<file path="src/rtl/pool_pkg.sv">
// pool_pkg: shared pooling definitions (mode encodings, accumulator width helper).
// Used by the pooling engine and the feature-map writeback address generator.
package pool_pkg;

    // Pooling mode encodings; 2'd3 is reserved and handled as MAX.
    localparam logic [1:0] POOL_MAX = 2'd0;
    localparam logic [1:0] POOL_MIN = 2'd1;
    localparam logic [1:0] POOL_AVG = 2'd2;

    // Accumulator width that holds the sum of win samples of data_w bits without overflow.
    function automatic int unsigned ACC_W(input int unsigned data_w, input int unsigned win);
        return data_w + $clog2(win);
    endfunction

endpackage

</file>
<file path="src/rtl/pool_reduce_alu.sv">
// pool_reduce_alu: combinational reduction step for one pooling window.
// Ports:
//   acc        current accumulator (ACC_W bits)
//   sample     incoming sample (DATA_W bits)
//   mode       pooling mode (MAX/MIN/AVG, reserved = MAX)
//   sample_ext sample zero/sign-extended to accumulator width (window load value)
//   acc_next   accumulator after folding in the sample
module pool_reduce_alu
    import pool_pkg::*;
#(
    parameter int unsigned DATA_W = 16,
    parameter int unsigned WIN    = 4,
    parameter bit          SIGNED = 1'b0,
    localparam int unsigned AW    = ACC_W(DATA_W, WIN)
) (
    input  logic [AW-1:0]     acc,
    input  logic [DATA_W-1:0] sample,
    input  logic [1:0]        mode,
    output logic [AW-1:0]     sample_ext,
    output logic [AW-1:0]     acc_next
);

    localparam int unsigned EXT_W = AW - DATA_W;

    logic greater;
    logic lesser;

    // Extend, compare and fold; ties keep the accumulator value.
    always_comb begin
        sample_ext = {{EXT_W{SIGNED & sample[DATA_W-1]}}, sample};
        if (SIGNED) begin
            greater = $signed(sample_ext) > $signed(acc);
            lesser  = $signed(sample_ext) < $signed(acc);
        end else begin
            greater = sample_ext > acc;
            lesser  = sample_ext < acc;
        end
        acc_next = acc;
        case (mode)
            POOL_AVG: acc_next = acc + sample_ext;
            POOL_MIN: if (lesser)  acc_next = sample_ext;
            default:  if (greater) acc_next = sample_ext;
        endcase
    end

endmodule

</file>
<file path="src/rtl/pool_window_engine.sv">
// pool_window_engine: reduces each window of WIN consecutive samples to one result
// (max, min or truncating average) behind valid/ready handshakes.
// Ports:
//   clk, rst             clock, asynchronous active-high reset
//   clr                  synchronous flush of the current window and any pending result
//   mode                 pooling mode, latched at the first sample of each window
//   in_valid/in_ready    sample handshake, in_data sample
//   out_valid/out_ready  result handshake, out_data pooled result (one-deep register)
//   win_cnt              samples already accepted in the current window
module pool_window_engine
    import pool_pkg::*;
#(
    parameter int unsigned DATA_W = 16,
    parameter int unsigned WIN    = 4,
    parameter bit          SIGNED = 1'b0
) (
    input  logic                    clk,
    input  logic                    rst,
    input  logic                    clr,
    input  logic [1:0]              mode,
    input  logic                    in_valid,
    output logic                    in_ready,
    input  logic [DATA_W-1:0]       in_data,
    output logic                    out_valid,
    input  logic                    out_ready,
    output logic [DATA_W-1:0]       out_data,
    output logic [$clog2(WIN)-1:0]  win_cnt
);

    localparam int unsigned AW       = ACC_W(DATA_W, WIN);
    localparam int unsigned LOG2_WIN = $clog2(WIN);
    localparam int unsigned CNT_W    = $clog2(WIN);

    localparam logic [0:0] S_IDLE = 1'b0;
    localparam logic [0:0] S_ACC  = 1'b1;

    logic [0:0]        state, state_nxt;
    logic [CNT_W-1:0]  cnt_nxt;
    logic [AW-1:0]     acc, acc_nxt;
    logic [1:0]        mode_q, mode_nxt, mode_norm;
    logic              out_valid_nxt;
    logic [DATA_W-1:0] out_data_nxt;
    logic              live;
    logic              in_xfer;
    logic              out_xfer;
    logic [AW-1:0]     sample_ext;
    logic [AW-1:0]     alu_acc;

    pool_reduce_alu #(
        .DATA_W (DATA_W),
        .WIN    (WIN),
        .SIGNED (SIGNED)
    ) u_alu (
        .acc        (acc),
        .sample     (in_data),
        .mode       (mode_q),
        .sample_ext (sample_ext),
        .acc_next   (alu_acc)
    );

    // Holds in_ready low until the first clock edge after reset release.
    always_ff @(posedge clk or posedge rst) begin
        if (rst) live <= 1'b0;
        else     live <= 1'b1;
    end

    assign in_ready  = live & (~out_valid | out_ready);
    assign in_xfer   = in_valid & in_ready;
    assign out_xfer  = out_valid & out_ready;
    assign mode_norm = (mode == POOL_MIN || mode == POOL_AVG) ? mode : POOL_MAX;

    // State and datapath registers.
    always_ff @(posedge clk or posedge rst) begin
        if (rst) begin
            state     <= S_IDLE;
            win_cnt   <= '0;
            acc       <= '0;
            mode_q    <= POOL_MAX;
            out_valid <= 1'b0;
            out_data  <= '0;
        end else begin
            state     <= state_nxt;
            win_cnt   <= cnt_nxt;
            acc       <= acc_nxt;
            mode_q    <= mode_nxt;
            out_valid <= out_valid_nxt;
            out_data  <= out_data_nxt;
        end
    end

    // Next-state: window load, accumulate, close; clr overrides every transfer.
    always_comb begin
        state_nxt     = state;
        cnt_nxt       = win_cnt;
        acc_nxt       = acc;
        mode_nxt      = mode_q;
        out_valid_nxt = out_valid;
        out_data_nxt  = out_data;
        if (clr) begin
            state_nxt     = S_IDLE;
            cnt_nxt       = '0;
            acc_nxt       = '0;
            out_valid_nxt = 1'b0;
        end else begin
            if (out_xfer) out_valid_nxt = 1'b0;
            if (in_xfer) begin
                case (state)
                    S_IDLE: begin
                        mode_nxt  = mode_norm;
                        acc_nxt   = sample_ext;
                        cnt_nxt   = CNT_W'(1);
                        state_nxt = S_ACC;
                    end
                    default: begin
                        acc_nxt = alu_acc;
                        if (win_cnt == CNT_W'(WIN - 1)) begin
                            cnt_nxt       = '0;
                            state_nxt     = S_IDLE;
                            out_valid_nxt = 1'b1;
                            // Average drops the low log2(WIN) bits: a floor divide in both signednesses.
                            out_data_nxt  = (mode_q == POOL_AVG) ? alu_acc[AW-1:LOG2_WIN]
                                                                 : alu_acc[DATA_W-1:0];
                        end else begin
                            cnt_nxt = win_cnt + CNT_W'(1);
                        end
                    end
                endcase
            end
        end
    end

endmodule

</file>
<file path="config.mk">
export PLATFORM = sky130hd
export DESIGN_NAME = pool_window_engine
export DESIGN_NICKNAME = d
export VERILOG_FILES = /design/src/rtl/pool_pkg.sv /design/src/rtl/pool_reduce_alu.sv /design/src/rtl/pool_window_engine.sv
export SDC_FILE = /design/constraint.sdc
export NUM_CORES = 1
export LEC_CHECK = 0
export ABC_CLOCK_PERIOD_IN_PS = 4200
export CAP_MARGIN = 10
export CORE_UTILIZATION = 58
export CTS_BUF_LIST = sky130_fd_sc_hd__clkbuf_8 sky130_fd_sc_hd__clkbuf_16
export DETAILED_ROUTE_END_ITERATION = 10
export GPL_ROUTABILITY_DRIVEN = 0
export GPL_TIMING_DRIVEN = 0
export MAX_ROUTING_LAYER = met4
export PLACE_DENSITY = 0.78
export SYNTH_ARGS = -nofsm -noshare
export SYNTH_HDL_FRONTEND = slang
export SYNTH_SLANG_ARGS = --single-unit
</file>
<file path="constraint.sdc">
create_clock -name clk -period 4.2 [get_ports clk]
set_clock_uncertainty 0.1 [all_clocks]
set_input_delay 0.63 -clock clk [delete_from_list [all_inputs] [get_ports clk]]
set_output_delay 0.63 -clock clk [all_outputs]
set_load 0.005 [all_outputs]
</file>
**Word level (Yosys, flattened, before mapping)**

Cells that the tools add are included.

- Add/subtract/negate cells: 2
- Magnitude comparators: 2
- Equality and inequality tests: 5
- Muxes and demuxes: 21
- Bitwise operators: 7
- Reductions and logical operators: 4

Operators with widths:

| cell | number |
|---|---|
| 18-bit two-way mux | 5 |
| 18-bit one-hot mux with 2 select lines | 1 |
| 18-bit by 16-bit adder with 18-bit output | 1 |
| 16-bit by 18-bit > comparator with 1-bit output | 1 |
| 16-bit by 18-bit less-than comparator with 1-bit output | 1 |
| 16-bit two-way mux | 1 |
| 2-bit two-way mux | 5 |
| 1-bit two-way mux | 9 |
| 2-bit equality test, second input constant | 3 |
| 2-bit by 1-bit equality test with 1-bit output, second input constant | 2 |
| 4-bit AND reduction | 1 |
| 1-bit bitwise AND | 3 |
| 1-bit inverter | 3 |
| 3-bit AND reduction | 1 |
| 2-bit by 1-bit adder with 2-bit output, second input constant | 1 |
| 2-bit nonzero test | 1 |
| 1-bit logical OR | 1 |
| 1-bit bitwise OR | 1 |

- Register bits: 41
- Input bits: 23
- Output and inout port bits: 20
- Logic and storage cells: 48

**Longest topological paths before layout**

Gate-level depths: netlist (run 1).

- Depth after elaboration: 6
- Depth in mapped cells: 12
- Gate-level depth less buffers: 11

**Cells and area by module**

Synthesis (run 1) repeated with hierarchy kept, for this count alone.

- Cells, all modules: 486
- Area, all modules: 4215.3 sq um

By module, submodules not included:

| module | times used | cells each | area each (sq um) |
|---|---|---|---|
| pool_window_engine | 1 | 192 | 2109.5 |
| pool_reduce_alu | 1 | 294 | 2105.8 |

**Least setup slack after synthesis (run 1)**

Ideal clock, no wire load.

- Path type: input port to flip-flop
- From: input in_data[3]
- To: register out_data[8]
- Setup time: 136 ps
- Arrival time: 3066 ps
- Data required time: 3964 ps
- Path slack: 899 ps
- Stages: 10
- Buffers on the path: 1
- Cells stage by stage: ha_1 > a21oi_2 > o31ai_1 > a2111o_1 > a22oi_4 > buf_8 > mux2_2 > a221o_1 > a41oi_1 > o31ai_1

- Longest elaborated chain between the ends: 4

Ends and longest elaborated chain:

| item | line | text |
|---|---|---|
| from (decl) | pool_window_engine.sv:23 | `input logic [DATA_W-1:0] in_data,` |
| 16-bit by 18-bit > comparator with 1-bit output or 16-bit by 18-bit less-than comparator with 1-bit output (tied branches) | pool_reduce_alu.sv:35, pool_reduce_alu.sv:36 |  |
| 18-bit two-way mux (on tied branches) | pool_reduce_alu.sv:42, pool_reduce_alu.sv:41 |  |
| 18-bit one-hot mux with 2 select lines * | pool_reduce_alu.sv:39 | `case (mode)` |
| 16-bit two-way mux * | pool_window_engine.sv:121 | `out_data_nxt = (mode_q == POOL_AVG) ? alu_acc[AW-1:LOG2_WIN]` |
| to (signal assigned) | pool_window_engine.sv:87 | `out_data <= out_data_nxt;` |
| to (decl) | pool_window_engine.sv:26 | `output logic [DATA_W-1:0] out_data,` |

Mark *: on every way between the ends. The rest lies on a longest branch, timed or not.
A chain may end at the register's enable or synchronous reset.

**Worst setup path in the final report (run 1)**

- From: input in_data[15]
- To: register out_data[4]

The elaborated chain is that of the path after synthesis.

==> reports/qor.txt, run 1 <==
Sw Share = 0.414
Number of nets in the finished design = 596
Portion of the post-synthesis area used by sequential elements = 0.246
First-pass DRT Iterations = 8
Mapped Nets = 547
Vertical extent of the die = 86.9 um
Cells traversed along the worst timing path = clkdlybuf4s50_1 -> ha_1 -> clkbuf_1 -> nand3_1 -> nor2_1 -> nand4_1 -> nand2_1 -> buf_6 -> o21ai_0 -> mux4_2 -> o21ai_1
Fraction of final layout cells sized beyond drive strength 1 = 0.102
Switching component of the power = 609 uW
Die ar. = 7540 um2
Largest stage delay, worst path = 0.55 ns
Remaining max-slew budget at the tightest pin = 0.255
Sum of routed wire length over all layers = 13700 um
Worst hold-check slack = 0.402 ns
Clock period minus final worst setup slack = 4.00 ns
Finished Layout Cells = 634
Area of the placeable core = 6870 um2
Chip Width = 86.9 um
Leading cell types by total area after synthesis = dfrtp_1, ha_1, o21ai_0
Flip-flop cell with the highest count after synthesis = dfrtp_1
Synth Area in XOR/XNOR = 0.0231
First-pass GRT wire length = 21300 um
Maximum count of clock buffers along a single path = 2
Syn-to-layout area delta = 15.9%
Run status = finished, final reports clean
H-Tree Depth = 2
HP Class = reg2reg
Number of remaining DRC errors = 0
Power density normalized to cell area = 304 nW/um2
Launching element type of the critical path = input pin
Setup fix buffers added after clock tree synthesis = 0
Post-synthesis share of cell area spent on and, or, nand and nor gates = 0.146
Final Setup Violations = 0
GR Overflow Total = 0
Leakage Power = 0.00194 uW
Type of the worst setup path = in2reg
Post-Synthesis Cells = 488
VDD IR-drop max = 0.185 mV
Final ANT Viol Nets = 0
Hold Violations, Final = 0
Post-synthesis sequential element count = 41
Compound-gate portion of the synthesized area = 0.289
Number of warnings printed during yosys synthesis = 0
CTS tree = done
Proportion of power drawn by flip-flops and latches = 0.287
Post-Synth Adder-Cell Area = 0.110
Data required time of the critical path = 4.34 ns
Unique cell type count in the Yosys netlist = 74
Final number of max-transition violations = 0
Final setup TNS = 0 ns
ANT cells = 0
Number of CTS-inserted buffers = 5
Latest clock arrival within the worst-skew pair = 0.32 ns
Row count = 30
Cell-internal power = 863 uW
Total routing usage reported by global routing = 0.390
Crit Path Max Fanout = 10
Placed wire-length estimate after detailed placement = 10000 um
Clock sink count = 41
Placed Cells = 626
Clock network fraction of design power = 0.238
Fin crit share = 0.951
Share of synthesized flip-flops with an asynchronous set or reset = 1.00
Per-cell via count in the routed design = 6.93
Post-synthesis instance area = 4180 um2
Worst-case setup margin in the final layout = 0.204 ns
Via count of the first global-routing pass = 4150
Clock-pin slew reported for the worst setup and hold paths after clock tree synthesis = 0.09 ns
Mean routed wirelength per cell = 21.7 um
Slowest cell on the critical path = mux4_2
Starting density of the core = 0.608
DR vias = 4392
F_max = 250 MHz
Arrival time reported for the critical path endpoint = 4.14 ns
Setup crit end kind = flip-flop
Number of buffers inserted for hold repair after clock tree synthesis = 0
Slew @ Worst Pin = 1.11 ns
RSZ-0062 raised after global routing = false
Dominant combinational cell family by area after synthesis = compound AO/OA/AOI/OAI gates
Dominant cell type by area after synthesis = dfrtp_1
Share of synthesized area spent on multiplexers = 0.100
Max-cap violations = 0
Number of synthesized flops with an enable pin = 0
Iteration-0 DRC count of the detailed router = 517
Number of antenna violations at the first check in global routing = 0
CTS resizes = 0
Mean post-synth cell area = 8.56 um2
Cell chosen for the clock root = clkbuf_8
Top-level I/O count = 43
Combinational fraction of design power = 0.475
Top-area cell type share of the netlist area = 0.246
PortBufs = 41
Post-Place Worst Slack = 0.0339 ns
Pin count of the biggest net entering global routing = 32
## final timing paths
path / from / endpoint / slack (ns) / cells after the start
max: in_data[15] / out_data[4] / 0.20 / 11
min: out_data[6] / out_data[6] / 0.40 / 2
max reg2reg: acc[15] / out_data[4] / 0.57 / 11
min reg2reg: out_data[6] / out_data[6] / 0.40 / 2
max in group asynchronous: rst / acc[17] / 3.06 / 3
min in group asynchronous: rst / acc[10] / 0.47 / 2
## power groups by stage
stage,Clock (uW),Combinational (uW),Sequential (uW)
final,350,699,422
after CTS,351,671,422
after floorplan,0,471,426
after detailed placement,0,666,430
after global placement,0,654,429
after global routing,364,734,424
## cells in the final DEF (no fill, tap or decap), types with 4 or more instances in the layout
| master | count |
|---|---|
| a211oi_1 | 7 |
| a21oi_1 | 28 |
| a221o_1 | 4 |
| a221oi_1 | 5 |
| a22oi_1 | 5 |
| a31oi_1 | 19 |
| clkbuf_1 | 16 |
| clkbuf_8 | 9 |
| clkdlybuf4s50_1 | 41 |
| dfrtp_1 | 41 |
| ha_1 | 35 |
| inv_1 | 39 |
| mux2_2 | 15 |
| mux2i_1 | 5 |
| mux4_2 | 7 |
| nand2_1 | 32 |
| nand2b_1 | 8 |
| nand3_1 | 15 |
| nand4_1 | 6 |
| nor2_1 | 29 |
| nor3_1 | 17 |
| o211ai_1 | 14 |
| o21a_1 | 4 |
| o21ai_0 | 35 |
| o21ai_1 | 8 |
| xnor2_1 | 7 |
| xor2_1 | 4 |
## critical path: cells and delay by family
kind / cells / cell delay (ns)
compound gates: 2 / 0.33
fa+ha+maj: 1 / 0.34
buf+inv: 3 / 1.07
mux: 1 / 0.55
simple gates: 4 / 1.20
## cell type report
| class | instances | area [um2] |
|---|---|---|
| Fill cell | 580 | 2030 |
| Sequential cell | 41 | 1030 |
| Clock inverter | 3 | 43.8 |
| Buffer | 30 | 208 |
| Clock buffer | 5 | 68.8 |
| Timing Repair Buffer | 42 | 430 |
| Inverter | 40 | 150 |
| Multi-Input combinational cell | 377 | 2790 |
| Tap cell | 96 | 120 |
## cells by family after synthesis
| family | Yosys count |
|---|---|
| adder cells (fa/ha/maj) | 36 |
| flip-flops | 41 |
| multiplexers | 30 |
| AND/OR/NAND/NOR | 125 |
| other | 1 |
| XOR/XNOR | 11 |
| AO/OA/AOI/OAI | 174 |
| buffers and inverters | 70 |
## flip-flops by register name, indices dropped and copies added (netlist names)
name,count
acc,18
out_data,16
mode_q,2
win_cnt,2
live,1
out_valid,1
state,1
## metrics by stage
step | total power [uW] | instance area (um2) | utilization
finish | 1470 | 4840 | 0.705
detailed placement | 1100 | 4730 | 0.688
global placement | 1080 | 4710 | 0.685
CTS | 1440 | 4840 | 0.705
floorplan | 897 | 4180 | -
global route | 1520 | 4840 | 0.705
## cells in the mapped netlist, drive strengths merged (5+ instances only)
master,number
nor3,17
nand2,32
ha,35
nand4,6
a211oi,8
clkbuf,20
nand2b,8
nand3,15
a221oi,6
o21ai,43
a21oi,29
nor2,30
inv,40
buf,10
mux2i,5
o211ai,14
a31oi,19
mux2,18
dfrtp,41
mux4,7
xnor2,7
a22oi,7
## routing by layer
layer | part of all wire | track usage | vias to the layer above
li1 | - | - | 1924
met1 | 0.38 | 0.477 | 2022
met2 | 0.43 | 0.588 | 357
met3 | 0.12 | 0.0739 | 89
met4 | 0.077 | 0.253 | 0
met5 | 0 | - | -
Power figures use the tool's default switching activity.
==> run 2: changes to the inputs <==
--- a/config.mk
+++ b/config.mk
@@ -5,15 +5,15 @@
 export SDC_FILE = /design/constraint.sdc
 export NUM_CORES = 1
 export LEC_CHECK = 0
-export ABC_CLOCK_PERIOD_IN_PS = 4200
+export ABC_CLOCK_PERIOD_IN_PS = 4900
 export CAP_MARGIN = 10
-export CORE_UTILIZATION = 58
+export CORE_UTILIZATION = 63
 export CTS_BUF_LIST = sky130_fd_sc_hd__clkbuf_8 sky130_fd_sc_hd__clkbuf_16
 export DETAILED_ROUTE_END_ITERATION = 10
 export GPL_ROUTABILITY_DRIVEN = 0
 export GPL_TIMING_DRIVEN = 0
 export MAX_ROUTING_LAYER = met4
-export PLACE_DENSITY = 0.78
+export PLACE_DENSITY = 0.84
 export SYNTH_ARGS = -nofsm -noshare
 export SYNTH_HDL_FRONTEND = slang
 export SYNTH_SLANG_ARGS = --single-unit
==> constraint.sdc (replaced) <==
create_clock -name clk -period 4.9 [get_ports clk]
set_clock_uncertainty 0.1 [all_clocks]
set_input_delay 0.735 -clock clk [delete_from_list [all_inputs] [get_ports clk]]
set_output_delay 0.735 -clock clk [all_outputs]
set_load 0.005 [all_outputs]
==> reports/qor.txt, run 2 (synthesis results as in run 1) <==
Top flop regs = acc: 18 flops, out_data: 16 flops
Chip Width = 83.4 um
Number of CTS-inserted buffers = 5
Finished Layout Cells = 615
CTS tree = done
Clock sink count = 41
Final number of max-transition violations = 0
Number of remaining DRC errors = 0
Number of antenna violations at the first check in global routing = 0
Remaining max-slew budget at the tightest pin = 0.352
First-pass DRT Iterations = 7
CTS resizes = 0
Mean routed wirelength per cell = 22.8 um
ANT cells = 0
Type of the worst setup path = in2reg
Post-Place Worst Slack = 0.581 ns
DR vias = 4512
Pin count of the biggest net entering global routing = 33
Setup crit end kind = flip-flop
Area of all placed cells without fillers = 4840 um2
VDD IR-drop max = 0.227 mV
Power density normalized to cell area = 271 nW/um2
Total routing usage reported by global routing = 0.411
Run status = finished, final reports clean
Placed wire-length estimate after detailed placement = 9950 um
GR Overflow Total = 0
Latest clock arrival within the worst-skew pair = 0.31 ns
Register with the highest flop count = acc
PortBufs = 41
Arrival time reported for the critical path endpoint = 4.17 ns
Max-cap violations = 0
Starting density of the core = 0.654
Number of cells on the worst hold path = 2
Number of buffers inserted for hold repair after clock tree synthesis = 0
Fraction of final layout cells sized beyond drive strength 1 = 0.102
Iteration-0 DRC count of the detailed router = 596
Commonest cells after routing, fill and taps aside = dfrtp_1, clkdlybuf4s50_1, inv_1
Slew @ Worst Pin = 0.969 ns
Hold Violations, Final = 0
Final ANT Viol Nets = 0
Top-level I/O count = 43
Path depth of the worst reg2reg path = 11
Die ar. = 6960 um2
Final Setup Violations = 0
Launching element type of the critical path = input pin
Per-cell via count in the routed design = 7.34
F_max = 244 MHz
Via count of the first global-routing pass = 4145
Fin crit share = 0.835
Worst hold-check slack = 0.389 ns
H-Tree Depth = 2
RSZ-0062 raised after global routing = false
Clock period minus final worst setup slack = 4.09 ns
Flip-flop count of the largest register after layout = 18
Crit Path Max Fanout = 10
Final setup TNS = 0 ns
Row count = 29
Leakage Power = 0.00195 uW
Setup fix buffers added after clock tree synthesis = 0
HP Class = reg2reg
Number of nets in the finished design = 596
Data required time of the critical path = 4.97 ns
Worst-case setup margin in the final layout = 0.806 ns
Placed Cells = 607
Area of the placeable core = 6390 um2
First-pass GRT wire length = 21500 um
Syn-to-layout area delta = 15.9%
Maximum count of clock buffers along a single path = 2
Dpl cell area = 4700 um2
Cell chosen for the clock root = clkbuf_8
Clock-pin slew reported for the worst setup and hold paths after clock tree synthesis = 0.09 ns
Filler Cells Inserted = 480
Vertical extent of the die = 83.4 um
Sum of routed wire length over all layers = 14000 um
## run 2: final timing paths
kind                                    end        start  slack, ns
worst max-delay path            out_data[8]   in_data[5]       0.81
worst min-delay path            out_data[4]  out_data[4]       0.39
worst max register to register  out_data[4]      acc[15]       1.30
worst min register to register  out_data[4]  out_data[4]       0.39
max in group asynchronous           acc[10]          rst       3.66
min in group asynchronous            acc[3]          rst       0.56
## run 2: through the flow
step	utilization	total power (uW)
2_1_floorplan	-	769
3_3_place_gp	0.733	924
3_5_place_dp	0.736	939
4_1_cts	0.758	1290
5_1_grt	0.758	1360
6_report	0.758	1310
## run 2: power breakdown
group | internal [uW] | switching [uW]
combinational | 236 | 367
clock | 205 | 143
sequential | 351 | 11.3
total | 792 | 522
## run 2: routing by layer
layer	track usage	vias up	share of wire	wire, um
li1	-	1928	-	-
met1	0.498	2079	0.37	5170
met2	0.626	392	0.44	6140
met3	0.101	113	0.12	1740
met4	0.239	0	0.071	992
met5	-	-	0	0
## run 2: area by class of cell
type                            instances  area [um2]  share of cell area
Clock buffer                            5        68.8              0.0142
Tap cell                               77        96.3              0.0199
Buffer                                 30         208              0.0429
Multi-Input combinational cell        377        2790               0.577
Inverter                               40         150              0.0310
Clock inverter                          3        68.8              0.0142
Sequential cell                        41        1030               0.212
Timing Repair Buffer                   42         430              0.0889
## run 2: worst max-delay path, stage by stage
cell and delay [ns]:
clkdlybuf4s50_1 0.55, ha_1 0.42, inv_1 0.16, o31ai_1 0.11
a2111o_1 0.47, a22oi_4 0.36, buf_8 0.22, mux2_2 0.34
a221o_1 0.43, a41oi_1 0.26, o31ai_1 0.11
